`src/rtl/trace_capture.sv`:
```
// Per-lane issue trace buffer: circular capture while armed, programmable trigger,
// POST_TRIG further entries, then freeze and read out oldest-first over valid/ready.
// Define TRACE_TIMESTAMP_EN to append a free-running TS_W timestamp as the entry MSBs.
module trace_capture #(
    parameter int LANES     = 2,
    parameter int DEPTH     = 16,
    parameter int POST_TRIG = 8,
    parameter int TS_W      = 16,
`ifdef TRACE_TIMESTAMP_EN
    localparam int TS_USED  = 1,
`else
    localparam int TS_USED  = 0,
`endif
    localparam int ENTRY_W  = LANES * 14 + TS_USED * TS_W,
    localparam int CNT_W    = $clog2(DEPTH + 1)
) (
    input  logic                 clk,
    input  logic                 rst_n,
    input  logic                 arm,
    input  logic                 force_trig,
    input  logic [1:0]           trig_mode,
    input  logic [3:0]           trig_code,
    input  logic [LANES-1:0]     lane_valid,
    input  logic [LANES*4-1:0]   lane_instr,
    input  logic [LANES*5-1:0]   lane_alu,
    input  logic [LANES*4-1:0]   lane_haz,
    output logic                 rd_valid,
    input  logic                 rd_ready,
    output logic [ENTRY_W-1:0]   rd_data,
    output logic                 rd_last,
    output logic [1:0]           state_o,
    output logic                 triggered,
    output logic [CNT_W-1:0]     count
);

    localparam int LANE_W = 14;
    localparam int PTR_W  = $clog2(DEPTH);
    localparam logic [CNT_W-1:0] DEPTH_C = CNT_W'(DEPTH);
    localparam logic [CNT_W-1:0] POST_C  = CNT_W'(POST_TRIG);
    localparam logic [CNT_W-1:0] ONE_C   = CNT_W'(1);

    typedef enum logic [1:0] {
        S_IDLE  = 2'b00,
        S_ARMED = 2'b01,
        S_POST  = 2'b10,
        S_DONE  = 2'b11
    } state_t;

    state_t             state;
    logic [PTR_W-1:0]   wr_ptr, rd_ptr, wr_ptr_nxt;
    logic [CNT_W-1:0]   count_nxt, post_cnt, remaining;
    logic [ENTRY_W-1:0] mem [DEPTH];

    logic [LANES*LANE_W-1:0] lane_entry;
    logic [ENTRY_W-1:0]      entry;
    logic trig_hit, trig_event, capture, go_done, accept;

    // NOTE: every always_comb output gets a default first so no latch is inferred.
    always_comb begin
        lane_entry = '0;
        trig_hit   = 1'b0;
        for (int i = 0; i < LANES; i++) begin
            lane_entry[i*LANE_W +: LANE_W] = {lane_valid[i], lane_instr[i*4 +: 4],
                                              lane_alu[i*5 +: 5], lane_haz[i*4 +: 4]};
            if (lane_valid[i]) begin
                if (trig_mode[0] && lane_haz[i*4 +: 4] == trig_code)   trig_hit = 1'b1;
                if (trig_mode[1] && lane_instr[i*4 +: 4] == trig_code) trig_hit = 1'b1;
            end
        end
    end

`ifdef TRACE_TIMESTAMP_EN
    logic [TS_W-1:0] ts;

    always_ff @(posedge clk or negedge rst_n) begin
        if (!rst_n) ts <= '0;
        else        ts <= ts + TS_W'(1);
    end

    assign entry = {ts, lane_entry};
`else
    assign entry = lane_entry;
`endif

    assign capture    = (state == S_ARMED || state == S_POST) && (|lane_valid);
    assign trig_event = (state == S_ARMED) && (force_trig || trig_hit);
    assign wr_ptr_nxt = capture ? wr_ptr + PTR_W'(1) : wr_ptr;
    assign count_nxt  = (capture && count != DEPTH_C) ? count + ONE_C : count;
    assign go_done    = (trig_event && POST_TRIG == 0) ||
                        (state == S_POST && capture && post_cnt == ONE_C);
    assign rd_valid   = (state == S_DONE) && (remaining != '0);
    assign accept     = rd_valid && rd_ready;
    assign rd_last    = rd_valid && (remaining == ONE_C);
    assign rd_data    = rd_valid ? mem[rd_ptr] : '0;
    assign state_o    = state;

    // NOTE: trace storage has no reset; count/remaining gate every read of it.
    always_ff @(posedge clk) begin
        if (capture) mem[wr_ptr] <= entry;
    end

    always_ff @(posedge clk or negedge rst_n) begin
        if (!rst_n) begin
            state     <= S_IDLE;
            wr_ptr    <= '0;
            rd_ptr    <= '0;
            count     <= '0;
            post_cnt  <= '0;
            remaining <= '0;
            triggered <= 1'b0;
        end else if (arm) begin
            state     <= S_ARMED;
            wr_ptr    <= '0;
            rd_ptr    <= '0;
            count     <= '0;
            post_cnt  <= '0;
            remaining <= '0;
            triggered <= 1'b0;
        end else begin
            wr_ptr <= wr_ptr_nxt;
            count  <= count_nxt;
            if (go_done) begin
                // Oldest entry sits count positions behind the write pointer.
                state     <= S_DONE;
                rd_ptr    <= wr_ptr_nxt - count_nxt[PTR_W-1:0];
                remaining <= count_nxt;
            end
            case (state)
                S_ARMED: begin
                    if (trig_event) begin
                        triggered <= 1'b1;
                        post_cnt  <= POST_C;
                        if (POST_TRIG != 0) state <= S_POST;
                    end
                end
                S_POST: begin
                    if (capture) post_cnt <= post_cnt - ONE_C;
                end
                S_DONE: begin
                    if (remaining == '0) begin
                        state <= S_IDLE;
                    end else if (accept) begin
                        rd_ptr    <= rd_ptr + PTR_W'(1);
                        remaining <= remaining - ONE_C;
                        if (remaining == ONE_C) state <= S_IDLE;
                    end
                end
                default: ;
            endcase
        end
    end

endmodule

```
`config.mk`:
```
export PLATFORM = sky130hd
export DESIGN_NAME = trace_capture
export DESIGN_NICKNAME = d
export VERILOG_FILES = /design/src/rtl/trace_capture.sv
export SDC_FILE = /design/constraint.sdc
export NUM_CORES = 1
export LEC_CHECK = 0
export CAP_MARGIN = 20
export CORE_AREA = 2 2 189 191
export CTS_BUF_LIST = sky130_fd_sc_hd__clkbuf_4
export CTS_CLUSTER_DIAMETER = 60
export DETAILED_ROUTE_END_ITERATION = 8
export DIE_AREA = 0 0 191 193
export PLACE_DENSITY = 0.77
export SYNTH_ARGS = -nofsm -noshare
export SYNTH_HDL_FRONTEND = slang
export SYNTH_SLANG_ARGS = --single-unit
```
`constraint.sdc`:
```
create_clock -name clk -period 4.6 [get_ports clk]
set_input_delay 0.92 -clock clk [delete_from_list [all_inputs] [get_ports clk]]
set_output_delay 0.92 -clock clk [all_outputs]
set_load 0.01 [all_outputs]
```
* Word level (Yosys, flattened, before mapping)
Memories as Yosys holds them, arrays and structs flattened.
Index checks and enable logic that the tools add are counted.
** Operators by class
- Add/sub/neg operators :: 6
- Eq/ne operators :: 12
- Muxes and demuxes :: 37
- Reductions and logical operators :: 22
** Operator list (count)
- $mux 5 :: 10
- $mux 28 :: 1
- $mux 4 :: 7
- $eq 4x4->1 :: 4
- $logic_and 1x1->1 :: 12
- $mux 2 :: 6
- $mux 1 :: 11
- $eq 5x1->1 const B :: 2
- $pmux 5 s2 :: 1
- $sub 5x1->5 const B :: 2
- $add 4x1->4 const B :: 2
- $ne 3x3->1 const B :: 2
- $add 5x1->5 const B :: 1
- $logic_not 5->1 :: 1
- $ne 5x5->1 const B :: 1
- $reduce_bool 5->1 :: 1
- $eq 2x2->1 const B :: 2
- $pmux 2 s2 :: 1
- $reduce_bool 2->1 :: 2
- $sub 4x4->4 :: 1
- $reduce_and 3->1 :: 1
- $reduce_bool 3->1 :: 1
- $eq 2x1->1 const B :: 1
- $logic_or 1x1->1 :: 2
- 2 further kinds :: 2
** Word-level totals
- Register bits :: 26
- Bits in writable memories :: 448
- Input bits :: 39
- Output and inout bits :: 38
- Word-level logic and storage cells :: 85
- Memories kept :: 1
** Memory list
- mem :: words 16, bits a word 28, read ports 1, clocked after Yosys merged registers in 0, write ports 1, RTL line 52 : logic [ENTRY_W-1:0] mem [DEPTH];

* Depth between registers and ports, before layout
- Depth after elaboration :: 13
- Gate-level depth with buffers :: 14
- Depth with buffers taken out :: 14

* Worst setup path before layout
No wires, ideal clock.
- Path kind :: input -> register
- Start :: in lane_valid[1]
- End :: mem mem[1][0] (netlist name), enable pin
- Setup time :: 0.484 ns
- Arrival time :: 3.779 ns
- Data required time :: 4.116 ns
- Path slack :: 0.337 ns
- Stages :: 2
- Buffers on the path :: 0
- Cell sequence :: o21bai_1 > nor4_1
** Between the ends
- Cells in the longest elaborated chain, start to end :: 4
** Ends and longest elaborated chain
- start, declared :: RTL line 23 : input logic [LANES-1:0] lane_valid,
- $reduce_or 2->1 :: RTL line 85 : assign capture = (state == S_ARMED || state == S_POST) && (|lane_valid);
- $logic_and 1x1->1 :: RTL line 85
- $mux 1 :: RTL line 99 : if (capture) mem[wr_ptr] <= entry;
- $mux 1 (not written as such) :: RTL line 99
- end, declared :: RTL line 52
Every way passes these cells.

* Final worst setup path
- Start :: reg rd_ptr[0]
- End :: out rd_data[13]
** Between the ends
- Cells in the longest elaborated chain, start to end :: 2
** Ends and longest elaborated chain
- start, declared :: RTL line 50 : logic [PTR_W-1:0] wr_ptr, rd_ptr, wr_ptr_nxt;
- start signal, assigned :: RTL line 125 : rd_ptr <= wr_ptr_nxt - count_nxt[PTR_W-1:0];
- start signal, assigned :: RTL line 143 : rd_ptr <= rd_ptr + PTR_W'(1);
- $mem_v2 16x28
- $mux 28 :: RTL line 94 : assign rd_data = rd_valid ? mem[rd_ptr] : '0;
- end, declared :: RTL line 29 : output logic [ENTRY_W-1:0] rd_data,
Every way passes these cells.

==> run metrics <==
setup tns final=0 ps; Commonest cells post-synth=edfxtp_1, mux4_2, and2_1, nor2_1, dfrtp_1; top-count cell post-synth=edfxtp_1; hold bufs inserted after CTS=0; Post-synth EDFFs=approximately 450; Setup CP Type=reg -> out; Post-CTS Setup Bufs=0; pwr dens=between 400 and 500 nW/um^2; largest family of logic cells by synthesized area=multiplexers; worst-skew pair later-pin latency=790 ps; dpl cells=1424; status=completed; clk buf depth=3; Final Skew=64.5 ps; Synth Area in Compound Gates=0.0162; CP peak stage delay=570 ps; full die area=36900 um^2; XOR/XNOR Fraction of Synth Area=0.0129; #FFs+latches synth=474; Period minus WS final=approximately 4400 ps; layout cells sized above 1=0.325; Post-Syn Nets=roughly 950; CTS tree=built; grt ovf=0; Yosys warning count=0; Critical Path RT=3680 ps; static leakage=7.05 nW; maxcap violations=0; H-tree depth=3; mux cell area share after synthesis=0.167; RSZ-0062 raised after global routing=false; Clock Root Buffer=clkbuf_4; Die Ht=193 um; final antenna-violating net count=0; DRC errors left=0; crit-path cells=buf_12 -> mux4_2 -> mux4_2 -> and2_1 -> clkdlybuf4s50_1; largest net degree at the start of global routing=57; Vias/cell=around 5.9; Sink Count=474; Final Hold Vio Count=0; Num CTS Buffers=between 100 and 150; die width=about 190 um; global-route wire length before repair=about 60 mm; flop2flop setup slack=roughly 1500 ps; clk slew on worst S/H paths=around 80 ps; cell taking the most area after synthesis=edfxtp_1; Setup-failing EPs final=0; Worst Tran Pin Value=795 ps; Area contributors post-synth=edfxtp_1, mux4_2, dfrtp_1, ha_1, and2_1; RePlAce Congestion=between 0.7 and 0.8; Initial Utilization=0.544; Max Clk Rate=roughly 0.23 GHz; Max Slew Vio Count=0; worst r2r src=state_o[0]; Post-Synthesis Cell Area=approximately 19000 um^2; min-delay worst type=in -> async; Final Cycle Share=0.949; # rows=a little under 70; crit path capture type=output port; Critical Path Fanout Max=between 50 and 60; Mapped Avg Cell Area=21.3 um^2; WL final=about 40 mm; # port buffers=76; core area=35000 um^2; worst r2r dst=rd_ptr[2]; Final Util=0.629; Total Power=between 8 and 9 mW; area grow syn2layout=15.7%; via count=9600; slowest stage cell, crit path=mux4_2; Post-CTS Resized=0; DRT Pass-1 Iters=5; Slew HR=0.468; final std cells w/o fill=about 1600; Data arrival, critical path=3450 ps; nets=1136; simple-gate area share of the yosys netlist=0.0305; dpl hpwl=22.5 mm; initial antenna violation count=3; iteration-0 DRC count of the detailed router=790; DR WL/cell=24.6 um; I/O pin count=77; Netlist cell types=43; Total GRT Usage=0.225; VDD IR max=around 0.27 mV; Synth Flop Type=edfxtp_1; post-synthesis async set-or-reset flop share=0.0549; CP Launch Type=flop; Seq/Total Area, Yosys=0.742; worst r2r path cells=11; Syn Inst Count=891; Yosys top cell area share=0.708; vias in the first global route=about 10000; Most Frequent Cell on Critical Path=mux4_2; Adder-Cell Fraction of Synth Area=0.0122
## power by group
part	total [mW]	internal, mW	switching (mW)
Clock	3.32	1.73	1.59
Sequential	4.95	4.90	0.0534
Combinational	0.714	0.302	0.411
Total	8.99	6.93	2.06
## kinds of logic after synthesis
| kind of cell | Yosys count |
|---|---|
| DFF | 474 |
| muxes | 142 |
| and+or+nand+nor | 111 |
| buffers and inverters | 71 |
| AOI/OAI and AO/OA | 47 |
| xor gates and xnor gates | 28 |
| adders and majority gates | 18 |
## state kept, by name, summed over array words and instances, names as in the netlist
signal and count:
count 5, mem 448, post_cnt 5, rd_ptr 4, remaining 5, state_o 2
triggered 1, wr_ptr 4
## cells in the final DEF, fill, tap and decap left out, types with 3 or more instances in the layout
| cell type | synthesis | final |
|---|---|---|
| edfxtp_1 | 448 | 448 |
| inv_1 | 25 | 25 |
| and2_1 | 32 | 32 |
| clkbuf_4 | 0 | 162 |
| and3_2 | 0 | 4 |
| mux4_2 | 140 | 140 |
| nor3_2 | 0 | 4 |
| dfrtp_1 | 26 | 22 |
| clkdlybuf4s50_1 | 0 | 76 |
| buf_4 | 1 | 36 |
| nor2_4 | 0 | 4 |
| nand3_1 | 10 | 10 |
| nor2_1 | 27 | 23 |
| and3_1 | 8 | 4 |
| clkinv_1 | 0 | 28 |
| o21ai_0 | 6 | 6 |
| a21oi_1 | 20 | 19 |
| xnor2_1 | 19 | 19 |
| buf_12 | 4 | 6 |
| xor2_1 | 9 | 9 |
| o211ai_1 | 4 | 4 |
| nand2_1 | 11 | 11 |
| clkinv_2 | 0 | 4 |
| nor4_2 | 0 | 4 |
| ha_1 | 17 | 17 |
| nand4_1 | 5 | 5 |
| o32ai_1 | 3 | 3 |
| nor3_1 | 10 | 6 |
## cell type report
class	instances	area [um^2]
sequential	474	14100
fill	2385	13000
multi-input combinational	346	4630
clock buffer	162	1220
timing repair buffer	118	1150
tap	461	577
clock inverter	39	216
inverter	25	93.8
antenna	2	5.00
## layer usage
metal / track usage / share of wire / vias up / wire length (um)
met5: 0 / 0.00033 / - / 13
met4: 0.0748 / 0.021 / 2 / 850
met3: 0.0498 / 0.080 / 75 / 3210
met2: 0.372 / 0.51 / 447 / 20300
met1: 0.302 / 0.39 / 4944 / 15600
li1: - / - / 4132 / -
## critical path: cells and delay by family (launching register included)
kind / cells / cell delay (ps)
flops: 1 / 500
simple gates: 1 / 170
buf+inv: 2 / 850
mux: 2 / 1060
## metrics by stage
stage	hold slack [ps]	setup WS, ps	instance area, um^2
after floorplan	503	337	19000
after global placement	508	891	20600
final	500	234	22000
after global routing	518	41.0	22000
after CTS	463	124	22000
after detailed placement	534	763	20600
## worst max-delay path by stage
stage,start,end
after floorplan,lane_valid[1],mem[1][0]
after global placement,lane_valid[1],rd_ptr[2]
after detailed placement,lane_valid[0],rd_ptr[2]
after CTS,rd_ptr[0],rd_data[23]
after global routing,rd_ptr[0],rd_data[23]
final,rd_ptr[0],rd_data[13]
No activity file was read; power rests on OpenSTA's default activity.
